===== src/rtl/cnn_layer_accel_awe_stride_ctrl.sv =====
// Frame-level row sequencer for the AWE stride picker: drops non-stride rows and re-arms the picker per row.
// Optional perf counters are enabled with CNN_LAYER_ACCEL_AWE_STRIDE_CTRL_PERF_EN.
module cnn_layer_accel_awe_stride_ctrl #(
    parameter int unsigned C_COL_WIDTH    = 10,
    parameter int unsigned C_ROW_WIDTH    = 10,
    parameter int unsigned C_STRIDE_WIDTH = 2
) (
    input  logic                      clk,
    input  logic                      rst,
    input  logic                      cfg_valid,
    output logic                      cfg_ready,
    input  logic [C_COL_WIDTH-1:0]    cfg_num_cols,
    input  logic [C_ROW_WIDTH-1:0]    cfg_num_rows,
    input  logic [C_STRIDE_WIDTH-1:0] cfg_stride,
    input  logic                      abort,
    input  logic                      in_valid,
    output logic                      in_ready,
    output logic                      picker_config_valid,
    output logic [C_STRIDE_WIDTH-1:0] picker_stride_size,
    output logic                      picker_datain_valid,
    input  logic                      picker_dataout_valid,
    output logic                      out_row_last,
    output logic                      frame_done,
    output logic                      busy
`ifdef CNN_LAYER_ACCEL_AWE_STRIDE_CTRL_PERF_EN
    ,
    output logic [31:0]               perf_stall_cycles,
    output logic [31:0]               perf_drop_samples
`endif
);

    localparam int unsigned CW1 = C_COL_WIDTH + 1;
    localparam int unsigned RW1 = C_ROW_WIDTH + 1;

    typedef enum logic [2:0] {
        S_IDLE,
        S_CFG,
        S_RUN,
        S_ROW_SYNC,
        S_DRAIN,
        S_DONE
    } state_e;

    state_e                    state_q, state_d;
    logic [C_COL_WIDTH-1:0]    num_cols_q, num_cols_d;
    logic [C_ROW_WIDTH-1:0]    num_rows_q, num_rows_d;
    logic [C_STRIDE_WIDTH-1:0] stride_q, stride_d;
    logic [C_COL_WIDTH-1:0]    col_cnt_q, col_cnt_d;
    logic [C_ROW_WIDTH-1:0]    row_cnt_q, row_cnt_d;
    logic [C_STRIDE_WIDTH-1:0] row_phase_q, row_phase_d;
    logic [C_COL_WIDTH-1:0]    exp_out_q, exp_out_d;
    logic [C_ROW_WIDTH-1:0]    kept_rows_q, kept_rows_d;
    logic [C_COL_WIDTH-1:0]    out_cnt_q, out_cnt_d;
    logic [C_ROW_WIDTH-1:0]    rows_done_q, rows_done_d;
    logic                      cfg_ready_q, cfg_ready_d;
    logic                      in_ready_q, in_ready_d;
    logic                      pcfg_valid_q, pcfg_valid_d;
    logic                      frame_done_q, frame_done_d;
    logic                      busy_q, busy_d;

    logic                      row_keep;
    logic                      in_fire;
    logic                      cfg_fire;
    logic                      out_active;
    logic                      out_hit;
    logic [CW1-1:0]            col_sum;
    logic [CW1-1:0]            col_div;
    logic [RW1-1:0]            row_sum;
    logic [RW1-1:0]            row_div;

    assign row_keep   = (row_phase_q == '0);
    assign in_fire    = in_valid && in_ready_q;
    assign cfg_fire   = cfg_valid && cfg_ready_q;
    // Picker outputs may still land during ROW_SYNC/DRAIN; abort discards them.
    assign out_active = ((state_q == S_RUN) || (state_q == S_ROW_SYNC) || (state_q == S_DRAIN)) && !abort;
    assign out_hit    = out_active && picker_dataout_valid && (out_cnt_q == (exp_out_q - C_COL_WIDTH'(1)));

    // ceil(n/(stride+1)) as (n+stride)/(stride+1), widened to avoid overflow
    assign col_sum = CW1'(num_cols_q) + CW1'(stride_q);
    assign col_div = CW1'(stride_q) + CW1'(1);
    assign row_sum = RW1'(num_rows_q) + RW1'(stride_q);
    assign row_div = RW1'(stride_q) + RW1'(1);

    assign cfg_ready           = cfg_ready_q;
    assign in_ready            = in_ready_q;
    assign picker_config_valid = pcfg_valid_q;
    assign picker_stride_size  = stride_q;
    assign picker_datain_valid = in_fire && row_keep;
    assign out_row_last        = out_hit;
    assign frame_done          = frame_done_q;
    assign busy                = busy_q;

    always_comb begin
        state_d     = state_q;
        num_cols_d  = num_cols_q;
        num_rows_d  = num_rows_q;
        stride_d    = stride_q;
        col_cnt_d   = col_cnt_q;
        row_cnt_d   = row_cnt_q;
        row_phase_d = row_phase_q;
        exp_out_d   = exp_out_q;
        kept_rows_d = kept_rows_q;
        out_cnt_d   = out_cnt_q;
        rows_done_d = rows_done_q;

        if (out_active && picker_dataout_valid) begin
            if (out_hit) begin
                out_cnt_d   = '0;
                rows_done_d = rows_done_q + C_ROW_WIDTH'(1);
            end else begin
                out_cnt_d = out_cnt_q + C_COL_WIDTH'(1);
            end
        end

        case (state_q)
            S_IDLE: begin
                if (cfg_fire) begin
                    num_cols_d = cfg_num_cols;
                    num_rows_d = cfg_num_rows;
                    stride_d   = cfg_stride;
                    state_d    = S_CFG;
                end
            end
            S_CFG: begin
                col_cnt_d   = '0;
                row_cnt_d   = '0;
                row_phase_d = '0;
                out_cnt_d   = '0;
                rows_done_d = '0;
                exp_out_d   = C_COL_WIDTH'(col_sum / col_div);
                kept_rows_d = C_ROW_WIDTH'(row_sum / row_div);
                state_d     = S_RUN;
            end
            S_RUN: begin
                if (in_fire) begin
                    if (col_cnt_q == (num_cols_q - C_COL_WIDTH'(1))) begin
                        col_cnt_d   = '0;
                        row_cnt_d   = row_cnt_q + C_ROW_WIDTH'(1);
                        row_phase_d = (row_phase_q == stride_q) ? '0 : (row_phase_q + C_STRIDE_WIDTH'(1));
                        state_d     = (row_cnt_q == (num_rows_q - C_ROW_WIDTH'(1))) ? S_DRAIN : S_ROW_SYNC;
                    end else begin
                        col_cnt_d = col_cnt_q + C_COL_WIDTH'(1);
                    end
                end
            end
            S_ROW_SYNC: state_d = S_RUN;
            S_DRAIN: begin
                if (rows_done_q == kept_rows_q) begin
                    state_d = S_DONE;
                end
            end
            S_DONE:  state_d = S_IDLE;
            default: state_d = S_IDLE;
        endcase

        if (abort && (state_q != S_IDLE)) begin
            state_d     = S_IDLE;
            col_cnt_d   = '0;
            row_cnt_d   = '0;
            row_phase_d = '0;
            out_cnt_d   = '0;
            rows_done_d = '0;
        end

        // Status outputs registered from the next state
        cfg_ready_d  = (state_d == S_IDLE);
        in_ready_d   = (state_d == S_RUN);
        pcfg_valid_d = (state_d == S_CFG) || (state_d == S_ROW_SYNC);
        frame_done_d = (state_d == S_DONE);
        busy_d       = (state_d != S_IDLE);
    end

    always_ff @(posedge clk or negedge rst) begin
        if (!rst) begin
            state_q      <= S_IDLE;
            num_cols_q   <= '0;
            num_rows_q   <= '0;
            stride_q     <= '0;
            col_cnt_q    <= '0;
            row_cnt_q    <= '0;
            row_phase_q  <= '0;
            exp_out_q    <= '0;
            kept_rows_q  <= '0;
            out_cnt_q    <= '0;
            rows_done_q  <= '0;
            cfg_ready_q  <= 1'b0;
            in_ready_q   <= 1'b0;
            pcfg_valid_q <= 1'b0;
            frame_done_q <= 1'b0;
            busy_q       <= 1'b0;
        end else begin
            state_q      <= state_d;
            num_cols_q   <= num_cols_d;
            num_rows_q   <= num_rows_d;
            stride_q     <= stride_d;
            col_cnt_q    <= col_cnt_d;
            row_cnt_q    <= row_cnt_d;
            row_phase_q  <= row_phase_d;
            exp_out_q    <= exp_out_d;
            kept_rows_q  <= kept_rows_d;
            out_cnt_q    <= out_cnt_d;
            rows_done_q  <= rows_done_d;
            cfg_ready_q  <= cfg_ready_d;
            in_ready_q   <= in_ready_d;
            pcfg_valid_q <= pcfg_valid_d;
            frame_done_q <= frame_done_d;
            busy_q       <= busy_d;
        end
    end

`ifdef CNN_LAYER_ACCEL_AWE_STRIDE_CTRL_PERF_EN
    logic [31:0] perf_stall_q, perf_stall_d;
    logic [31:0] perf_drop_q, perf_drop_d;

    // Saturating stall / dropped-sample counters, cleared per accepted config
    always_comb begin
        perf_stall_d = perf_stall_q;
        perf_drop_d  = perf_drop_q;
        if (cfg_fire) begin
            perf_stall_d = '0;
            perf_drop_d  = '0;
        end else begin
            if ((state_q == S_RUN) && !in_valid && (perf_stall_q != '1)) begin
                perf_stall_d = perf_stall_q + 32'd1;
            end
            if (in_fire && !row_keep && (perf_drop_q != '1)) begin
                perf_drop_d = perf_drop_q + 32'd1;
            end
        end
    end

    always_ff @(posedge clk or negedge rst) begin
        if (!rst) begin
            perf_stall_q <= '0;
            perf_drop_q  <= '0;
        end else begin
            perf_stall_q <= perf_stall_d;
            perf_drop_q  <= perf_drop_d;
        end
    end

    assign perf_stall_cycles = perf_stall_q;
    assign perf_drop_samples = perf_drop_q;
`endif

endmodule


===== config.mk =====
export PLATFORM = sky130hd
export DESIGN_NAME = cnn_layer_accel_awe_stride_ctrl
export DESIGN_NICKNAME = d
export VERILOG_FILES = /design/src/rtl/cnn_layer_accel_awe_stride_ctrl.sv
export SDC_FILE = /design/constraint.sdc
export NUM_CORES = 1
export LEC_CHECK = 0
export ABC_AREA = 0
export CORE_ASPECT_RATIO = 1.2
export CORE_MARGIN = 2
export CORE_UTILIZATION = 25
export CTS_CLUSTER_SIZE = 8
export DETAILED_ROUTE_END_ITERATION = 8
export PLACE_DENSITY = 0.41
export SYNTH_ARGS = -nofsm -noshare
export SYNTH_HDL_FRONTEND = slang
export SYNTH_SLANG_ARGS = --single-unit

===== constraint.sdc =====
create_clock -name clk -period 21 [get_ports clk]
set_input_delay 4.2 -clock clk [delete_from_list [all_inputs] [get_ports clk]]
set_output_delay 4.2 -clock clk [all_outputs]
set_load 0.02 [all_outputs]

## Word level (Yosys, flattened, before mapping)

Cells that the tools add are included.

| operators by class | value |
|---|---|
| eq/ne operators | 15 |
| $add $sub $neg | 11 |
| mux-type cells | 28 |
| divide/modulo/power cells | 2 |
| reductions and logical operators | 24 |

Operators with widths:

| operator | number |
|---|---|
| 10-bit 2-to-1 mux | 14 |
| 10-bit by 1-bit adder with 10-bit output (second input constant) | 4 |
| 10-bit equality test | 4 |
| 10-bit case mux with 2 select lines | 2 |
| 10-bit by 1-bit subtractor with 10-bit output (second input constant) | 3 |
| 10-bit by 2-bit adder with 11-bit output | 2 |
| 11-bit by 11-bit divider with 11-bit output | 2 |
| 3-bit 2-to-1 mux | 6 |
| 3-bit nonzero test | 5 |
| 3-bit by 2-bit equality test with 1-bit output (second input constant) | 4 |
| 3-bit case mux with 4 select lines | 1 |
| 2-bit 2-to-1 mux | 4 |
| 1-bit logical AND | 7 |
| 3-bit by 1-bit equality test with 1-bit output (second input constant) | 2 |
| 3-bit equality test (second input constant) | 2 |
| 3-bit zero test | 2 |
| 2-bit AND reduction | 3 |
| 2-bit case mux with 2 select lines | 1 |
| 2-bit by 1-bit adder with 3-bit output (second input constant) | 1 |
| 1-bit logical OR | 3 |
| 3-bit by 1-bit != test with 1-bit output (second input constant) | 1 |
| 3-bit by 2-bit != test with 1-bit output (second input constant) | 1 |
| 3-bit AND reduction | 1 |
| 2-bit by 1-bit adder with 2-bit output (second input constant) | 1 |
| other kinds (4) | 4 |

| storage, ports and cells | value |
|---|---|
| output and inout bits | 9 |
| bits in registers | 92 |
| logic and storage cells | 96 |
| input bits | 28 |

## Depth between registers and ports, before layout

| logic depth | value |
|---|---|
| depth after elaboration | 10 |
| gate-level depth with buffers | 86 |
| mapped depth without buffers | 84 |

## Least setup slack after synthesis

No wires, ideal clock.

| timing path | value |
|---|---|
| kind | reg-to-reg |
| start point | register stride_q[0], in the netlist picker_stride_size[0] |
| end point | register exp_out_q[0] |
| stages on the path, launching flop included | 83 |
| setup time | 0.135 ns |
| data required time | 20.865 ns |
| path buffers | 2 |
| clock period less this slack | 16.827 ns |
| arrival time | 16.692 ns |
| setup slack | 4.173 ns |
| path through | dfrtp_1 ha_1 fa_1 nand4_1 nor3_1 ha_1 nand2_1 nand4bb_1 nor4_1 o21ai_0 a21o_1 ha_1 o21a_1 o21ai_1 and3_1 o41ai_4 nand2_1 ha_1 [47 not listed] ha_1 nor2b_1 o21ai_0 nor2b_1 nand2_1 o211ai_1 nand3_1 nor2_1 a21oi_1 ha_1 a21boi_0 o21ai_0 nand3_1 nor2_1 o21ai_0 or4_1 o31a_1 a2bb2oi_1 |

| between the ends | value |
|---|---|
| cells in the longest elaborated chain, start to end | 2 |
| elaborated cells on any way between the ends | 3 |
| those cells by class | add/sub: 2; div: 1 |

RTL lines:

| item | line | source |
|---|---|---|
| start, declared | 47 | `logic [C_STRIDE_WIDTH-1:0] stride_q, stride_d;` |
| start signal, assigned | 195 | `stride_q <= stride_d;` |
| 10-bit by 2-bit adder with 11-bit output or 2-bit by 1-bit adder with 3-bit output (tied branches) | 79, 80 |  |
| 11-bit by 11-bit divider with 11-bit output (*) | 130 | `exp_out_d = C_COL_WIDTH'(col_sum / col_div);` |
| end signal, assigned | 199 | `exp_out_q <= exp_out_d;` |
| end, declared | 51 | `logic [C_COL_WIDTH-1:0] exp_out_q, exp_out_d;` |

Mark *: on every way between the ends. The rest lies on a longest branch, timed or not.
A chain may end at the register's enable or synchronous reset.

## Worst setup path after layout

Same ends and word-level chain as after synthesis.

==> summary.txt <==
Status
  – Status: completed

GRT
  – First-pass GRT wire length: 47300 um
  – GR Util All Layers: ~14%
  – Pin count of the biggest net entering global routing: 55
  – Initial antenna violation count: 0
  – Vias in the first global route: 9001
  – Grt ovf: 0

Floorplan
  – Core Region: 0.03964 mm^2
  – Die Area: 0.04166 mm^2
  – Starting Density: 25.25%
  – Chip Height: roughly 220 um
  – # IOs: 37
  – Row count: 80
  – Die span in x: 186.7 um

Critical path
  – Slowest-stage cell, CP: or4_1
  – Critical Path AT: 19.32 ns
  – Most used cell, CP: ha_1
  – CP Data Required Time: 21.23 ns
  – CP endpoint kind: flip-flop
  – Crit Path Category: reg2reg
  – Reg2Reg Setup Slack: between 1.5 and 2 ns
  – Reg2Reg Depth: 83
  – Critical Path Sink: exp_out_q[0]$_DFFE_PN0P_
  – Launch point of the worst path: picker_stride_size[0]$_DFFE_PN0P_
  – Beginning of the worst register-to-register path: picker_stride_size[0]$_DFFE_PN0P_
  – Critical path peak fanout: 28
  – Worst path depth: 83
  – Top delay family on crit path: simple AND/OR/NAND/NOR gates
  – R2r endpoint: exp_out_q[0]$_DFFE_PN0P_
  – Buf/Inv on CP: 3
  – Largest stage delay on the critical path: between 0.4 and 0.5 ns
  – Startpoint class of the critical path: flip-flop

Drt
  – Routed WL per cell: between 15 and 20 um
  – DRT iter0 DRCs: ~450
  – DR vias: 8885
  – Total wire length: 28420 um
  – Drt first pass iters: 4
  – Via density: a little under 5
  – Post-DRT Antenna Nets: 0
  – DRC viols: 0

Yosys
  – Flops & latches, synth: between 90 and 100
  – Synth Area in Simple Gates: a little over a quarter
  – EDFF count, synth: 0
  – Yosys top cell by area: dfrtp_1
  – Ys async rst share: 100.0%
  – Synth Area in Compound Gates: 19.86%
  – Syn_area_per_cell: just over 8 um^2
  – Largest family of logic cells by synthesized area: simple AND/OR/NAND/NOR gates
  – Yosys cell types: roughly 100
  – Adder-Cell Fraction of Synth Area: 10.58%
  – Synth Cell Area: 0.01001 mm^2
  – Yosys top cell area share: between 20% and 30%
  – Cells after Synth: 1236
  – Xor/xnor share of the synthesized area: 9.714%
  – Area contributors post-synth: dfrtp_1 (23%), ha_1 (9.9%), xnor2_1 (6.0%)
  – Seq/Total Area, Yosys: a little under a quarter
  – Ys flop type: dfrtp_1
  – Yosys synthesis warning count: 0
  – Net Count, Synth: 1345
  – Share of synthesized area spent on multiplexers: 6.151%

Timing
  – Setup TNS: 0 ns
  – Final setup viols: 0
  – Endpoints failing hold: 0
  – Period minus WS final: 19.09 ns
  – Worst-margin pin slew: around 1.1 ns
  – Final Cycle Share: 90.90%
  – RSZ-0062 raised after global routing: no
  – Max Fclk: 0.05239 GHz
  – Final Max Slew Viols: 0
  – Slew margin rel.: 25.12%
  – Setup Skew: slightly above 0.009 ns

Clocking
  – Post-cts hold buffer count: 0
  – Sink Count: 92
  – Worst-path clk slew: 0.07 ns
  – Clock Tree Buf Depth: 2
  – CTS Root Cell: clkbuf_16
  – CTS tree: built
  – Cts bufs inserted: 9
  – H-tree levels: 3
  – Clk_lat worst skew: 0.37 ns
  – Post-CTS Setup Inserts: 0

Placement
  – DP Wirelength: 22550 um
  – Routability cong.: 0.8107
  – Port bufs: 36

Job
  – Max Cap Viol: 0

Worst hold path
  – Hold Crit Class: reg2reg
  – WHS Path Cells: 2

Layout
  – Area grow syn2layout: 12.13%
  – FF+latch area: 0.002302 mm^2
  – Antenna cell count: 0
  – Layout cells sized above 1: 8.903%
  – Commonest non-fill, non-tap cell in the layout: nand2_1
  – Commonest cells after routing, fill and taps aside: nand2_1 (136), nor2_1 (122), dfrtp_1 (92)
  – Fillers: between 4000 and 5000
  – Layout Nets: 1362
  – Area of the multi-input gates: 0.007386 mm^2
-- Yosys cell counts, types with 16 or more instances --
master      n
and2_1     16
xor2_1     42
o21a_1     26
nand4_1    21
mux2_2     26
nand3_1    43
o21ai_0    84
mux2i_1    21
nor2_1    124
and3_1     18
xnor2_1    69
clkbuf_1   20
nor3_1     51
dfrtp_1    92
nor2b_1    16
nand2_1   136
inv_1      40
ha_1       79
nand2b_1   16
a21oi_1    48
-- what timing repair did --
action / in CTS / in global routing
endpoints found under the setup margin: 0 / 1
endpoints found under the hold margin: 0 / 0
gates resized for setup: 0 / 9
-- how the worst min path moves through the flow --
stage	slack, ns	from	endpoint
floorplan	0.47	kept_rows_q[4]$_DFFE_PN0P_	kept_rows_q[4]$_DFFE_PN0P_
global placement	0.49	kept_rows_q[1]$_DFFE_PN0P_	kept_rows_q[1]$_DFFE_PN0P_
detailed placement	0.49	kept_rows_q[1]$_DFFE_PN0P_	kept_rows_q[1]$_DFFE_PN0P_
CTS	0.51	kept_rows_q[1]$_DFFE_PN0P_	kept_rows_q[1]$_DFFE_PN0P_
global route	0.55	kept_rows_q[3]$_DFFE_PN0P_	kept_rows_q[3]$_DFFE_PN0P_
finish	0.51	kept_rows_q[1]$_DFFE_PN0P_	kept_rows_q[1]$_DFFE_PN0P_
-- cell type report --
| cell class | instances | share of cell area (%) |
|---|---|---|
| tap | 533 | 5.943 |
| sequential | 92 | 20.52 |
| inverter | 43 | 1.438 |
| multi-input combinational | 1062 | 65.82 |
| timing repair buffer | 45 | 3.824 |
| clock inverter | 7 | 0.4571 |
| clock buffer | 9 | 2.007 |
-- logic make-up (layout without fill, tap and decap cells) --
logic type,count (synthesis),after routing
and+or+nand+nor,524,524
muxes,54,54
DFF,92,92
buffers and inverters,82,104
AOI/OAI and AO/OA,289,289
xor gates and xnor gates,111,111
adders and majority gates,84,84
-- worst min-delay path: stages, from the launching register on --
cell	delay [ns]
dfrtp_1	0.37
nand2_1	0.05
nand2_1	0.06
-- stage by stage --
step | setup WS [ns] | cells | hold slack [ns] | utilization [%] | instance area (um^2)
floorplan | 4.173 | 1236 | 0.4669 | - | 10010
global placement | 0.8274 | 1775 | 0.4861 | 27.52 | 10910
detailed placement | 0.7712 | 1775 | 0.4914 | 27.52 | 10910
CTS | 0.7229 | 1791 | 0.5088 | 28.22 | 11190
global route | 0.04884 | 1791 | 0.5463 | 28.31 | 11220
finish | 1.912 | 1791 | 0.5099 | 28.31 | 11220
-- sequential cells by signal (all words and copies together), names as in the netlist --
| signal | count |
|---|---|
| row_cnt_q | 10 |
| frame_done | 1 |
| num_rows_q | 10 |
| in_ready | 1 |
| out_cnt_q | 10 |
| rows_done_q | 10 |
| busy | 1 |
| kept_rows_q | 10 |
| cfg_ready | 1 |
| state_q | 3 |
| picker_config_valid | 1 |
| row_phase_q | 2 |
| picker_stride_size | 2 |
| col_cnt_q | 10 |
| exp_out_q | 10 |
| num_cols_q | 10 |
-- per-layer routing --
metal,up-vias,wire length [um],track usage [%],part of all wire (%)
met1,4198,13410,17.85,47
met3,29,663,1.903,2.3
met4,0,430,3.379,1.5
li1,4550,-,-,-
met2,108,13910,24.72,49
met5,-,0,0,0
Power is not shown: default switching activity piles up to over one toggle a cycle in this logic, so the estimate is an artifact.
